`src/rtl/register_pkg.sv`:
```
// Shared types for the counting register: operation encoding and lane width.
package register_pkg;
    localparam int BYTE_W = 8;

    typedef enum logic [1:0] {
        OP_HOLD,
        OP_LOAD,
        OP_INC,
        OP_DEC
    } ctr_op_e;
endpackage

```
`src/rtl/ctr_op_decode.sv`:
```
// Strobe decoder for register_ctr: picks one operation per edge plus the byte-lane write mask.
module ctr_op_decode
    import register_pkg::*;
#(
    parameter bit HAS_HI = 1'b1
) (
    input  logic       load_full,
    input  logic       load_lo,
    input  logic       load_hi,
    input  logic       inc,
    input  logic       dec,
    output ctr_op_e    op,
    output logic       use_full,
    output logic [1:0] lane_we
);
    logic hi_req;

    // A narrow register has no high lane, so load_hi must not block inc/dec.
    assign hi_req = load_hi & HAS_HI;

    always_comb begin
        op       = OP_HOLD;
        use_full = 1'b0;
        lane_we  = 2'b00;
        if (load_full) begin
            op       = OP_LOAD;
            use_full = 1'b1;
            lane_we  = 2'b11;
        end else if (load_lo || hi_req) begin
            op      = OP_LOAD;
            lane_we = {hi_req, load_lo};
        end else if (inc && !dec) begin
            op = OP_INC;
        end else if (dec && !inc) begin
            op = OP_DEC;
        end
    end
endmodule

```
`src/rtl/register_ctr.sv`:
```
// Counting register with byte-lane loads, inc/dec, wrap pulse, zero flag and gated bus output.
// Optional shadow register with save/restore when REGISTER_CTR_SHADOW_EN is defined.
module register_ctr
    import register_pkg::*;
#(
    parameter int               WIDTH     = 16,
    parameter logic [WIDTH-1:0] RESET_VAL = '0
) (
    input  logic             clk,
    input  logic             rst_n,
    input  logic [7:0]       data_in,
    input  logic [WIDTH-1:0] full_in,
    input  logic             load_full,
    input  logic             load_lo,
    input  logic             load_hi,
    input  logic             inc,
    input  logic             dec,
`ifdef REGISTER_CTR_SHADOW_EN
    input  logic             save,
    input  logic             restore,
`endif
    input  logic             output_enable,
    input  logic             sel_hi,
    output logic [WIDTH-1:0] data_out,
    output logic [7:0]       bus_out,
    output logic             zero,
    output logic             wrap
);
    if ((WIDTH != 8) && (WIDTH != 16)) begin : g_width_check
        $error("register_ctr: WIDTH must be 8 or 16");
    end

    ctr_op_e          op;
    logic             use_full;
    logic [1:0]       lane_we;
    logic [WIDTH-1:0] value;
    logic [WIDTH-1:0] value_next;
    logic             wrap_next;

    ctr_op_decode #(
        .HAS_HI (WIDTH == 16)
    ) u_decode (
        .load_full (load_full),
        .load_lo   (load_lo),
        .load_hi   (load_hi),
        .inc       (inc),
        .dec       (dec),
        .op        (op),
        .use_full  (use_full),
        .lane_we   (lane_we)
    );

`ifdef REGISTER_CTR_SHADOW_EN
    logic [WIDTH-1:0] shadow;
`endif

    always_comb begin
        value_next = value;
        wrap_next  = 1'b0;
        case (op)
            OP_LOAD: begin
                if (use_full) begin
                    value_next = full_in;
                end else begin
                    if (lane_we[0]) value_next[BYTE_W-1:0] = data_in;
                    // Only reachable for WIDTH=16, where this slice is the high byte.
                    if (lane_we[1]) value_next[WIDTH-1 -: BYTE_W] = data_in;
                end
            end
            OP_INC: begin
                value_next = value + WIDTH'(1);
                wrap_next  = &value;
            end
            OP_DEC: begin
                value_next = value - WIDTH'(1);
                wrap_next  = ~|value;
            end
            default: begin
                value_next = value;
            end
        endcase
`ifdef REGISTER_CTR_SHADOW_EN
        if (restore) begin
            value_next = shadow;
            wrap_next  = 1'b0;
        end
`endif
    end

    always_ff @(posedge clk or negedge rst_n) begin
        if (!rst_n) begin
            value <= RESET_VAL;
            wrap  <= 1'b0;
        end else begin
            value <= value_next;
            wrap  <= wrap_next;
        end
    end

`ifdef REGISTER_CTR_SHADOW_EN
    // Captures the pre-update value, so save+restore swaps the two registers.
    always_ff @(posedge clk or negedge rst_n) begin
        if (!rst_n) begin
            shadow <= RESET_VAL;
        end else if (save) begin
            shadow <= value;
        end
    end
`endif

    assign zero     = (value == '0);
    assign data_out = output_enable ? value : '0;
    assign bus_out  = !output_enable ? 8'h00 :
                      ((WIDTH == 16) && sel_hi) ? value[WIDTH-1 -: BYTE_W] :
                      value[BYTE_W-1:0];
endmodule
```
`config.mk`:
```
export PLATFORM = sky130hd
export DESIGN_NAME = register_ctr
export DESIGN_NICKNAME = d
export VERILOG_FILES = /design/src/rtl/register_pkg.sv /design/src/rtl/ctr_op_decode.sv /design/src/rtl/register_ctr.sv
export SDC_FILE = /design/constraint.sdc
export NUM_CORES = 1
export LEC_CHECK = 0
export BUFFER_PORTS_ARGS = -buffer_cell sky130_fd_sc_hd__buf_2
export CORE_MARGIN = 1
export CORE_UTILIZATION = 55
export DETAILED_ROUTE_END_ITERATION = 7
export HOLD_SLACK_MARGIN = 0.1
export PLACE_DENSITY = 0.82
export SKIP_LAST_GASP = 1
export SLEW_MARGIN = 10
export SYNTH_ARGS = -nofsm -noshare
export SYNTH_HDL_FRONTEND = slang
export SYNTH_SLANG_ARGS = --single-unit
```
`constraint.sdc`:
```
create_clock -name clk -period 6.45 [get_ports clk]
set_clock_uncertainty 0.1 [all_clocks]
set_input_delay 0.645 -clock clk [delete_from_list [all_inputs] [get_ports clk]]
set_output_delay 0.645 -clock clk [all_outputs]
set_load 0.005 [all_outputs]
```
==> flow_summary_export.csv <==
group,metric,value,unit
outcome,status,"complete, no violations",
global_routing,met2_usage,51.81,%
place,place.gp.congestion,0.9444,
pwr,seq_power_share,47.8,%
clocking,cts_tree,"built",
layout,nNetsFinal,324,
global_routing,met1_usage,45.60,%
sta,fmax,307.2,MHz
place,dp_cells,328,
detailed_routing,drc_errors,0,
yosys,synth.avg_cell_area,7.477,µm²
global_routing,grt_use_met3,2.165,%
clocking,clockBufferDepth,2,
pwr,p_comb_share,33.0,%
global_routing,grt_overflow,0,
worst_setup_path,cp_cell_sequence,"buf_2 > inv_1 > ha_1 > nor4_2 > buf_4 > nand2_1 > xnor2_1 > ha_1 > nor2_1 > nor4b_4 > nand2_1 > o21a_1 > or4_1 > nand3_1",
die,pin_count,59,
yosys,ys.flop_type,"dfrtp_1",
worst_setup_path,reg2reg_slack,3.99,ns
pwr,p_leak,0.9216,nW
detailed_routing,drt_pass1_iterations,4,
worst_setup_path,startpoint_type,"input pin",
yosys,syn_area,1862,µm²
pwr,p_per_area,143.0,nW/µm²
yosys,synthCells,249,
global_routing,grt_usage,32.35,%
clocking,post_cts_buffers,0,
layout,syn2layout_area_growth,15.05,%
clocking,clock_latency,0.30,ns
yosys,synth_fp_nets,284,
global_routing,grt_pass1_wl,8500,µm
yosys,synthArstFlopShare,100.0,%
sta,setup_viol,0,
sta,rsz0062_at_grt,"no",
yosys,yosys_warnings,0,
die,die_h,60.18,µm
worst_setup_path,r2r_end,"value[15]$_DFFE_PN0P_",
worst_setup_path,critPathBufInv,3,
die,core_area,3128,µm²
yosys,synth-xor-area-share,5.645,%
clocking,hold_buffers,0,
sta,hold_viol_final,0,
worst_setup_path,cp_max_fo,12,
layout,regArea,425.4,µm²
sta,tightest_slew,0.6756,ns
yosys,ys_ff_latch,17,
worst_setup_path,r2r_cells,6,
pwr,switchingPower,0.1183,mW
sta,drv_slew,0,
pwr,ir_drop,103.8,µV
hold_path,hold_path_class,"in2async",
die,die_area,3622,µm²
sta,fin_crit,3.255,ns
clocking,clock_sinks,17,
clocking,cts_root_buf,"clkbuf_4",
yosys,synth_compound_area_share,17.27,%
global_routing,antenna_found_initial,0,
layout,multi_input_area,1315,µm²
layout,fin_cells,332,
global_routing,grt_pass1_vias,1754,
clocking,h-tree-depth,1,
layout,diodes,0,
detailed_routing,vias,2022,
detailed_routing,routed_wl,5398,µm
clocking,numCtsBuffers,3,
die,initial_core_util,59.52,%
yosys,yosysTopAreaCellShare,22.85,%
worst_setup_path,arrival,3.39,ns
yosys,synth_largest_area_cell,"dfrtp_1",
layout,fillers,275,
place,dp_hpwl,4057,µm
worst_setup_path,path_class,"in2reg",
yosys,synth-adder-area-share,1.344,%
yosys,synth_seq_area_share,22.85,%
yosys,synth_top_family_by_area,"simple AND/OR/NAND/NOR gates",
detailed_routing,post_drt_wl_per_cell,16.26,µm
clocking,clk_pin_slew,0.10,ns
pwr,switching_share,38.63,%
sta,final.setup.tns,0,ns
yosys,muxShareOfSynthArea,9.677,%
die,fp-row-count,20,
yosys,synth-simple-area-share,36.69,%
detailed_routing,routed_via_density,6.090,
sta,fin_crit_sh,50.47,%
detailed_routing,ant_nets,0,
worst_setup_path,r2r_start,"value[7]$_DFFE_PN0P_",
worst_setup_path,cp_top_family,"simple AND/OR/NAND/NOR gates",
pwr,internal_power,0.1880,mW
flow_run,maxCapViolCount,0,
worst_setup_path,crit_path_max_incr_delay,0.40,ns
yosys,yosysUniqueCellTypes,48,
global_routing,grt_max_degree,33,
pwr,clkPwrFrac,19.1,%
die,fp.dieW,60.18,µm
sta,slew_headroom,54.96,%
global_routing,busiest_layer,"met2",
worst_setup_path,crit_required,6.58,ns
place,io_buffers,58,
clocking,postCtsResizedCells,0,
yosys,synth_edf_count,0,
worst_setup_path,cp-end-kind,"flop",
worst_setup_path,worst_path_max_delay_cell,"or4_1",
layout,layout-drive-gt1-share,24.31,%
yosys,yosys-top-cells-area,"dfrtp_1, mux2i_1, and2_1, a21oi_1, clkbuf_1",
detailed_routing,drt_iter0_drc,128,
-- registers in the layout, summed over array words and instances (netlist names) --
signal	flops
value	16
wrap	1
-- metal layers --
metal / up-vias / share of wire, %
li1: 984 / -
met1: 913 / 45
met2: 114 / 45
met3: 11 / 7.9
met4: 0 / 2.2
met5: - / 0
-- power groups by stage --
stage | combinational, mW | sequential (mW) | clock, mW
3_3_place_gp | 0.0998 | 0.147 | 0
4_1_cts | 0.101 | 0.145 | 0.0607
3_5_place_dp | 0.100 | 0.147 | 0
6_report | 0.101 | 0.147 | 0.0586
2_1_floorplan | 0.0825 | 0.125 | 0
5_1_grt | 0.114 | 0.148 | 0.0667
-- cell usage after synthesis, types with 2 or more instances --
library cell / n
xor2_1: 3
a22oi_1: 3
o21a_1: 2
inv_1: 6
nor3_1: 5
or2_2: 3
a211o_1: 2
mux2i_1: 18
or3_1: 3
and3_1: 3
nand4_1: 11
nor2b_1: 9
xnor2_1: 9
ha_1: 2
nor4_1: 5
a211oi_1: 3
clkbuf_1: 21
or4_1: 5
and2_1: 16
a21oi_1: 18
nand2_1: 19
o21ai_0: 12
o211ai_1: 2
dfrtp_1: 17
o22ai_1: 2
nand3_1: 10
nor2_1: 17
nand4b_1: 3
-- cell type report --
cell class              count  area share, %
flip-flops and latches     17          19.86
well taps                  44          2.570
clock buffers               4          1.227
multi-input cells         202          61.39
repair buffers             59          13.90
inverters                   6          1.051
-- worst max path at each step --
| stage | start | depth (start not counted) | endpoint | slack, ns |
|---|---|---|---|---|
| floorplan | inc | 12 | value[14]$_DFFE_PN0P_ | 3.36 |
| global placement | inc | 14 | value[14]$_DFFE_PN0P_ | 2.97 |
| detailed placement | inc | 14 | value[14]$_DFFE_PN0P_ | 2.92 |
| CTS | inc | 14 | value[14]$_DFFE_PN0P_ | 3.22 |
| global route | inc | 14 | value[14]$_DFFE_PN0P_ | 3.00 |
| finish | inc | 14 | value[14]$_DFFE_PN0P_ | 3.19 |
-- metrics by stage --
stage	cell area, µm²	setup WS, ns	util [%]	hold slack, ns	power [mW]
6_report	2142	3.195	68.48	0.1543	0.3063
5_1_grt	2142	3.003	68.48	0.1596	0.3293
4_1_cts	2142	3.223	68.48	0.1588	0.3065
3_5_place_dp	2116	2.923	67.64	0.4939	0.2475
3_3_place_gp	2116	2.968	67.64	0.4861	0.2472
2_1_floorplan	1862	3.355	-	0.2494	0.2074
-- cells by family (layout without fill, tap and decap cells) --
| group | after synthesis | in the layout |
|---|---|---|
| xor gates and xnor gates | 12 | 12 |
| DFF | 17 | 17 |
| adders and majority gates | 2 | 2 |
| muxes | 18 | 18 |
| and+or+nand+nor | 118 | 118 |
| AOI/OAI and AO/OA | 52 | 52 |
| buffers and inverters | 30 | 69 |
-- placed cells by master, fill, tap and decap left out, types with 10 or more instances in the layout --
| cell type | synthesis | layout |
|---|---|---|
| a21oi_1 | 18 | 18 |
| and2_1 | 16 | 16 |
| buf_2 | 1 | 58 |
| dfrtp_1 | 17 | 17 |
| mux2i_1 | 18 | 18 |
| nand2_1 | 19 | 19 |
| nand3_1 | 10 | 10 |
| nand4_1 | 11 | 11 |
| nor2_1 | 17 | 17 |
| o21ai_0 | 12 | 12 |
No activity file was read; power rests on OpenSTA's default activity.
